### src/rtl/game_flow_controller_pkg.sv
// Shared state encodings and limits for the game sequencer and its watchdog.
package game_flow_controller_pkg;

  typedef enum logic [2:0] {
    GAME_IDLE    = 3'd0,
    GAME_PLAYING = 3'd1,
    GAME_VICTORY = 3'd2,
    GAME_DEFEAT  = 3'd3,
    GAME_ERROR   = 3'd4
  } game_state_e;

  typedef enum logic [2:0] {
    ONPLAY_DRAW      = 3'd0,
    ONPLAY_CALCVALUE = 3'd1,
    ONPLAY_MOVE      = 3'd2,
    ONPLAY_COLLISION = 3'd3,
    ONPLAY_CHECKING  = 3'd4,
    ONPLAY_WAITING   = 3'd5
  } onplay_state_e;

  localparam logic [1:0] PHASE_1 = 2'd0;
  localparam logic [1:0] PHASE_2 = 2'd1;
  localparam logic [1:0] PHASE_3 = 2'd2;
  localparam logic [1:0] PHASE_4 = 2'd3;

  localparam int MAX_PHASE_CNT = 124;
  localparam int MAX_ENEMY     = 15;

  // Stages that hand work to an external unit and wait for its done strobe.
  function automatic logic is_stage(input onplay_state_e s);
    return (s == ONPLAY_CALCVALUE) || (s == ONPLAY_MOVE) || (s == ONPLAY_COLLISION);
  endfunction

endpackage

### src/rtl/game_flow_controller_stage_watchdog.sv
// Cycle counter for one unit stage; terminal marks the last cycle a stage may last.
module stage_watchdog #(
  parameter int CNT_W = 10,
  parameter int LIMIT = 1023
) (
  input  logic clk,
  input  logic rst_n,
  input  logic clear,
  input  logic enable,
  output logic terminal
);

  localparam logic [CNT_W-1:0] LAST = CNT_W'(LIMIT - 1);

  logic [CNT_W-1:0] count;

  always_ff @(posedge clk) begin
    if (!rst_n || clear) begin
      count <= '0;
    end else if (enable && (count != LAST)) begin
      count <= count + CNT_W'(1);
    end
  end

  assign terminal = (count == LAST);

endmodule

### src/rtl/game_flow_controller.sv
// Game sequencer: game FSM plus per-frame on-play pipeline driving calc/move/collision units.
module game_flow_controller
  import game_flow_controller_pkg::*;
#(
  parameter int PHASE_FRAMES  = MAX_PHASE_CNT,
  parameter int STAGE_TIMEOUT = 1023,
  parameter int CNT_W         = 10
) (
  input  logic       clk,
  input  logic       rst_n,
  input  logic       start_btn,
  input  logic       vblank_start,
  input  logic       frame_start,
  input  logic       calc_done,
  input  logic       move_done,
  input  logic       coll_done,
  input  logic [3:0] enemy_alive,
  input  logic       player_hit,
  output logic       calc_start,
  output logic       move_start,
  output logic       coll_start,
  output logic [2:0] game_state,
  output logic [2:0] onplay_state,
  output logic [1:0] phase,
  output logic       frame_overrun
);

  localparam int FRAME_W = $clog2(PHASE_FRAMES);
  localparam logic [FRAME_W-1:0] LAST_FRAME = FRAME_W'(PHASE_FRAMES - 1);

  game_state_e        game_q;
  onplay_state_e      op_q;
  logic [1:0]         phase_q;
  logic [FRAME_W-1:0] frame_cnt;
  logic               calc_start_q;
  logic               move_start_q;
  logic               coll_start_q;
  logic               overrun_q;

  logic playing;
  logic in_stage;
  logic done_acc;
  logic wd_terminal;
  logic wd_clear;
  logic timeout;
  logic restart;

  // Unit handshake: start is a 1-cycle pulse in the first stage cycle; the matching
  // done is honoured only in that stage and never in the start cycle itself.
  assign playing  = (game_q == GAME_PLAYING);
  assign in_stage = playing && is_stage(op_q);
  assign done_acc = playing &&
                    (((op_q == ONPLAY_CALCVALUE) && calc_done && !calc_start_q) ||
                     ((op_q == ONPLAY_MOVE)      && move_done && !move_start_q) ||
                     ((op_q == ONPLAY_COLLISION) && coll_done && !coll_start_q));
  assign wd_clear = !in_stage || done_acc;
  assign timeout  = in_stage && wd_terminal && !done_acc;
  assign restart  = (game_q == GAME_IDLE) && start_btn;

  stage_watchdog #(
    .CNT_W (CNT_W),
    .LIMIT (STAGE_TIMEOUT)
  ) u_watchdog (
    .clk      (clk),
    .rst_n    (rst_n),
    .clear    (wd_clear),
    .enable   (in_stage),
    .terminal (wd_terminal)
  );

  always_ff @(posedge clk) begin
    if (!rst_n) begin
      game_q <= GAME_IDLE;
    end else begin
      case (game_q)
        GAME_IDLE: if (start_btn) game_q <= GAME_PLAYING;
        GAME_PLAYING: begin
          if (op_q == ONPLAY_CHECKING) begin
            if (player_hit)                game_q <= GAME_DEFEAT;
            else if (enemy_alive == 4'd0)  game_q <= GAME_VICTORY;
          end else if (timeout) begin
            game_q <= GAME_ERROR;
          end
        end
        GAME_VICTORY, GAME_DEFEAT, GAME_ERROR: if (start_btn) game_q <= GAME_IDLE;
        default: game_q <= GAME_IDLE;
      endcase
    end
  end

  always_ff @(posedge clk) begin
    if (!rst_n) begin
      op_q         <= ONPLAY_DRAW;
      phase_q      <= PHASE_1;
      frame_cnt    <= '0;
      calc_start_q <= 1'b0;
      move_start_q <= 1'b0;
      coll_start_q <= 1'b0;
      overrun_q    <= 1'b0;
    end else begin
      calc_start_q <= 1'b0;
      move_start_q <= 1'b0;
      coll_start_q <= 1'b0;
      // A late vblank is flagged and dropped; the frame in flight carries on.
      overrun_q    <= playing && vblank_start && (op_q != ONPLAY_DRAW);
      if (restart) begin
        op_q      <= ONPLAY_DRAW;
        phase_q   <= PHASE_1;
        frame_cnt <= '0;
      end else if (!playing || timeout) begin
        op_q <= ONPLAY_DRAW;
      end else begin
        case (op_q)
          ONPLAY_DRAW: begin
            if (vblank_start) begin
              op_q         <= ONPLAY_CALCVALUE;
              calc_start_q <= 1'b1;
            end
          end
          ONPLAY_CALCVALUE: begin
            if (done_acc) begin
              op_q         <= ONPLAY_MOVE;
              move_start_q <= 1'b1;
            end
          end
          ONPLAY_MOVE: begin
            if (done_acc) begin
              op_q         <= ONPLAY_COLLISION;
              coll_start_q <= 1'b1;
            end
          end
          ONPLAY_COLLISION: if (done_acc) op_q <= ONPLAY_CHECKING;
          ONPLAY_CHECKING: begin
            if (frame_cnt == LAST_FRAME) begin
              frame_cnt <= '0;
              if (phase_q != PHASE_4) phase_q <= phase_q + 2'd1;
            end else begin
              frame_cnt <= frame_cnt + FRAME_W'(1);
            end
            if (player_hit || (enemy_alive == 4'd0)) op_q <= ONPLAY_DRAW;
            else                                     op_q <= ONPLAY_WAITING;
          end
          ONPLAY_WAITING: if (frame_start) op_q <= ONPLAY_DRAW;
          default: op_q <= ONPLAY_DRAW;
        endcase
      end
    end
  end

  assign calc_start    = calc_start_q;
  assign move_start    = move_start_q;
  assign coll_start    = coll_start_q;
  assign game_state    = game_q;
  assign onplay_state  = op_q;
  assign phase         = phase_q;
  assign frame_overrun = overrun_q;

endmodule

### config.mk
export PLATFORM = sky130hd
export DESIGN_NAME = game_flow_controller
export DESIGN_NICKNAME = d
export VERILOG_FILES = /design/src/rtl/game_flow_controller_pkg.sv /design/src/rtl/game_flow_controller_stage_watchdog.sv /design/src/rtl/game_flow_controller.sv
export SDC_FILE = /design/constraint.sdc
export NUM_CORES = 1
export LEC_CHECK = 0
export CAP_MARGIN = 15
export CELL_PAD_IN_SITES_DETAIL_PLACEMENT = 0
export CELL_PAD_IN_SITES_GLOBAL_PLACEMENT = 1
export CORE_MARGIN = 2
export CORE_UTILIZATION = 43
export DETAILED_ROUTE_END_ITERATION = 10
export GPL_TIMING_DRIVEN = 0
export PLACE_DENSITY = 0.87
export SLEW_MARGIN = 20
export SYNTH_ARGS = -nofsm -noshare
export SYNTH_HDL_FRONTEND = slang
export SYNTH_HIERARCHICAL = 1
export SYNTH_SLANG_ARGS = --single-unit
### constraint.sdc
create_clock -name clk -period 3 [get_ports clk]
set_input_delay 0.6 -clock clk [delete_from_list [all_inputs] [get_ports clk]]
set_output_delay 0.6 -clock clk [all_outputs]
set_load 0.02 [all_outputs]
---- Word level (Yosys, flattened, before mapping) ----
Cells that the tools add are included.
storage, ports and cells
  register bits ........................... 29
  input port bits ......................... 13
  logic and storage cells ................. 99
cells by class
  add/sub/neg operators ................... 3
  eq/ne operators ......................... 22
  mux-type cells .......................... 17
  bitwise operators ....................... 5
  reductions and logical operators ........ 43
operator list
  cell                     count
  $mux W3                  12
  $pmux W3 S6              1
  $ne A2 B2 Y1 const B     8
  $logic_and A1 B1 Y1      14
  $eq A3 B2 Y1 const B     4
  $reduce_or A4 Y1         3
  $add A10 B1 Y10 const B  1
  $eq A10 B10 Y1 const B   1
  $ne A10 B10 Y1 const B   1
  $eq A3 B3 Y1 const B     3
  $pmux W3 S3              1
  $logic_or A1 B1 Y1       8
  $reduce_and A4 Y1        2
  $add A7 B1 Y7 const B    1
  $eq A7 B7 Y1 const B     1
  $logic_not A1 Y1         7
  $mux W7                  1
  $eq A3 B1 Y1 const B     2
  $logic_not A3 Y1         2
  $reduce_or A3 Y1         2
  $not A1 Y1               5
  $reduce_and A5 Y1        1
  $logic_not A4 Y1         1
  $ne A4 B3 Y1 const B     1
  other kinds (6)          7

---- Logic depth before layout (Yosys ltp) ----
  word-level depth ........................ 11
  depth in mapped cells ................... 8

---- By module ----
The synthesis kept the hierarchy.
by module, submodules not included
  module                times used  cells an instance  area each (µm²)  sequential area each (µm²)
  game_flow_controller  1           112                1009.7           380.4
  stage_watchdog        1           71                 626.9            200.2

---- Least setup slack after synthesis ----
Ideal clock, no wire load.
  path type ............................... register to register
  start point ............................. reg game_q[0], in the netlist game_state[0]
  end point ............................... reg u_watchdog.count[7]
  setup time .............................. 0.072 ns
  arrival ................................. 2.031 ns
  path slack .............................. 0.897 ns
  stages on the path, launching flop included .. 6
  buffers on the path ..................... 0
  period minus slack after synthesis ...... 2.103 ns
  path through ............................ dfxtp_1 -> or3b_1 -> nor3_2 -> nand3_1 -> a2111oi_2 -> mux2i_1
on the way
  cells in the longest elaborated chain, start to end .. 5
  elaborated cells on any way between the ends .. 7
  classes of those cells .................. eq/ne: 1; reduce/logical: 6
RTL lines
  what                      RTL line                                   text
  start: declaration        game_flow_controller.sv:31                 game_state_e game_q;
  start signal: assignment  game_flow_controller.sv:73                 game_q <= GAME_IDLE;
  start signal: assignment  game_flow_controller.sv:76                 GAME_IDLE: if (start_btn) game_q <= GAME_PLAYING;
  start signal: assignment  game_flow_controller.sv:79                 if (player_hit) game_q <= GAME_DEFEAT;
  $eq A3 B1 Y1 (*)          game_flow_controller.sv:50                 assign playing = (game_q == GAME_PLAYING);
  $logic_and A1 B1 Y1 (*)   game_flow_controller.sv:51                 assign in_stage = playing && is_stage(op_q);
  via in_stage              game_flow_controller.sv:41                 logic in_stage;
  $logic_not A1 Y1          game_flow_controller.sv:56                 assign wd_clear = !in_stage || done_acc;
  $logic_or A1 B1 Y1        game_flow_controller.sv:56
  $logic_or A1 B1 Y1        game_flow_controller_stage_watchdog.sv:18  if (!rst_n || clear) begin
  end signal: assignment    game_flow_controller_stage_watchdog.sv:21  count <= count + CNT_W'(1);
  end: declaration          game_flow_controller_stage_watchdog.sv:15  logic [CNT_W-1:0] count;
Mark *: on every way through the listed nets, which the timed path passes. The rest lies on a longest branch.
A chain may end at the register's enable or synchronous reset.

---- Final worst setup path ----
  start point ............................. reg game_q[0], in the netlist game_state[0]
  end point ............................... reg u_watchdog.count[6]
on the way
  cells in the longest elaborated chain, start to end .. 5
  elaborated cells on any way between the ends .. 7
  classes of those cells .................. eq/ne: 1; reduce/logical: 6
RTL lines
  what                 RTL line                                   text
  $eq A3 B1 Y1         game_flow_controller.sv:50
  $logic_and A1 B1 Y1  game_flow_controller.sv:51
  via in_stage         game_flow_controller.sv:41
  $logic_not A1 Y1     game_flow_controller.sv:56
  $logic_or A1 B1 Y1   game_flow_controller.sv:56
  via wd_clear         game_flow_controller.sv:44                 logic wd_clear;
  $logic_or A1 B1 Y1   game_flow_controller_stage_watchdog.sv:18
The timed path passes the listed nets, and every way through them passes these cells.

==> out/qor.yml <==
run_status:
  status: "completed"
layout:
  num_antenna_cells: 0
  drive_gt1_frac: 0.102
  fillCellCount: 337
  seqCellArea_sq_um: 581
  final_area_sq_um: 2020
  multi_input_area_sq_um: 997
  area_growth_pct: 23.2
  nets: 231
  utilization: 0.551
  finalNonFillerCells: 263
floorplanning:
  dieArea_sq_um: 4320
  start_util: 0.447
  io_pins: 25
  num_rows: 22
  die_h_um: 65.7
  die_x_um: 65.7
  core_sq_um: 3660
timing:
  worstMarginPinSlew_ps: 922
  fin_hold_ws_ps: 485
  max_freq_mhz: 424
  fin_crit_sh: 0.786
  fin_tns_setup_ps: 0
  drv_slew: 0
  slew_headroom: 0.377
  layout_min_cycle_time_ps: 2360
  finClkSkew_ps: 6.78
  finalWorstSetupSlack_ps: 643
  setup_violations: 0
  finalHoldViolCount: 0
  grt_setup_unrepaired: "no"
critical_path:
  endpoint_kind: "flip-flop"
  max_stage_delay_ps: 450
  cp.required_ps: 3210
  arrival_ps: 2560
  critical_path_class: "flip-flop to flip-flop"
  path_buf_inv: 1
  cp_max_fo: 10
  cp_cell_sequence: "or3b_1 > nor3_2 > nand3_1 > and2b_1 > buf_2 > nand2_1 > mux2i_1"
  startpoint_type: "flip-flop"
  crit_path_top_delay_cell: "dfxtp_1"
  crit_family: "simple AND/OR/NAND/NOR gates"
drt:
  ant_nets: 0
  avgViaCountPerCell: 5.48
  remaining_drc_errors: 0
  first_pass_iters: 4
  wl_um: 3570
  vias: 1440
  wl_per_cell_um: 13.6
  drtIter0Drc: 93
logic_synthesis:
  ys_types: 50
  syn_avg_cell_area_sq_um: 8.94
  ys_seq_area_frac: 0.355
  synth_nets: 200
  synth.cells.most_frequent: "dfxtp_1, nand2_1, nor2_1, mux2i_1, nand3_1"
  synthArstFlopShare: 0
  synth_ff_type: "dfxtp_1"
  ys_ff_latch: 29
  synth.area.top_cells: "dfxtp_1, mux2i_1, nand2_1"
  synth_cells: 183
  syn_area_sq_um: 1640
  synth.most_common_cell: "dfxtp_1"
  yosys.area.top_type: "dfxtp_1"
  synth_top_area_share: 0.355
  synth_edf_count: 0
  ys_warn_count: 6
place:
  gp_congestion: 0.788
  port_buffers: 24
  post-dp-hpwl_um: 2700
  place_area_sq_um: 1940
  dp_cells: 255
  pre_cts_ws_ps: 395
power:
  p_per_area_nw_per_um2: 436
  ir_worst_vdd_uv: 267
  p_total_mw: 0.879
  p_leak_nw: 0.655
grt:
  track_usage: 0.185
  grt_pass1_vias: 1440
  antenna_found_initial: 0
  grt-ovfl-total: 0
  grt_max_degree: 11
  grt_pass1_wl_um: 6200
clocking:
  path_clk_slew_ps: 60
  post_cts_buffers: 0
  clock_sinks: 29
  tritoncts: "done"
  ctsResizeCount: 0
  clk_path_buf_depth: 2
  clk_latency_ps: 280
  cts_max_level: 2
  cts_inserted_buffers: 5
  clk_root_buffer_cell: "clkbuf_8"
  ctsHoldBuffers: 0
min_path:
  hp-class: "flip-flop to flip-flop"
job:
  cap_viol_max_count: 0
[worst paths after layout]
check	from	depth (start not counted)	slack, ps	end
min	u_watchdog/count[9]	1	480	u_watchdog/count[9]
max reg2reg	game_state[0]	7	640	u_watchdog/count[6]
min reg2reg	u_watchdog/count[9]	1	480	u_watchdog/count[9]
max	game_state[0]	7	640	u_watchdog/count[6]
[kinds of logic after synthesis]
logic type / count (synthesis) / synth area share
xor+xnor: 7 / 0.0375
fa+ha+maj: 4 / 0.0306
mux: 9 / 0.0550
simple gates: 89 / 0.333
flops: 29 / 0.355
buf+inv: 13 / 0.0359
compound gates: 32 / 0.154
[cell type report]
class                           count  area share
Inverter                            7      0.0130
Timing Repair Buffer               24       0.119
Clock buffer                        8      0.0397
Buffer                              6      0.0161
Sequential cell                    29       0.288
Tap cell                           48      0.0298
Multi-Input combinational cell    141       0.494
[registers in the layout (all words and copies together), names as in the netlist, 2 cells and up]
| signal | cells |
|---|---|
| frame_cnt | 7 |
| onplay_state | 3 |
| phase | 2 |
| u_watchdog/count | 10 |
| game_state | 3 |
[routing by layer]
| layer | track usage | vias up | share of wire |
|---|---|---|---|
| met5 | 0 | - | 0 |
| met4 | 0.0573 | 0 | 0.010 |
| met3 | 0.0599 | 5 | 0.041 |
| met2 | 0.324 | 28 | 0.49 |
| met1 | 0.213 | 668 | 0.46 |
| li1 | - | 739 | - |
[placed cells by master (no fill, tap or decap), drive strengths merged, types with 5 or more instances in the layout]
cell type	n
dfxtp	29
clkdlybuf4s50	24
clkbuf	11
nand3	9
nand2	24
a211oi	6
a21oi	6
nor2	13
nand2b	8
mux2i	9
xnor2	5
inv	7
[power by group]
group	switching [mW]	internal (mW)
combinational	0.0824	0.0768
sequential	0.0168	0.395
clock	0.144	0.164
(Power assumes the default switching activity.)
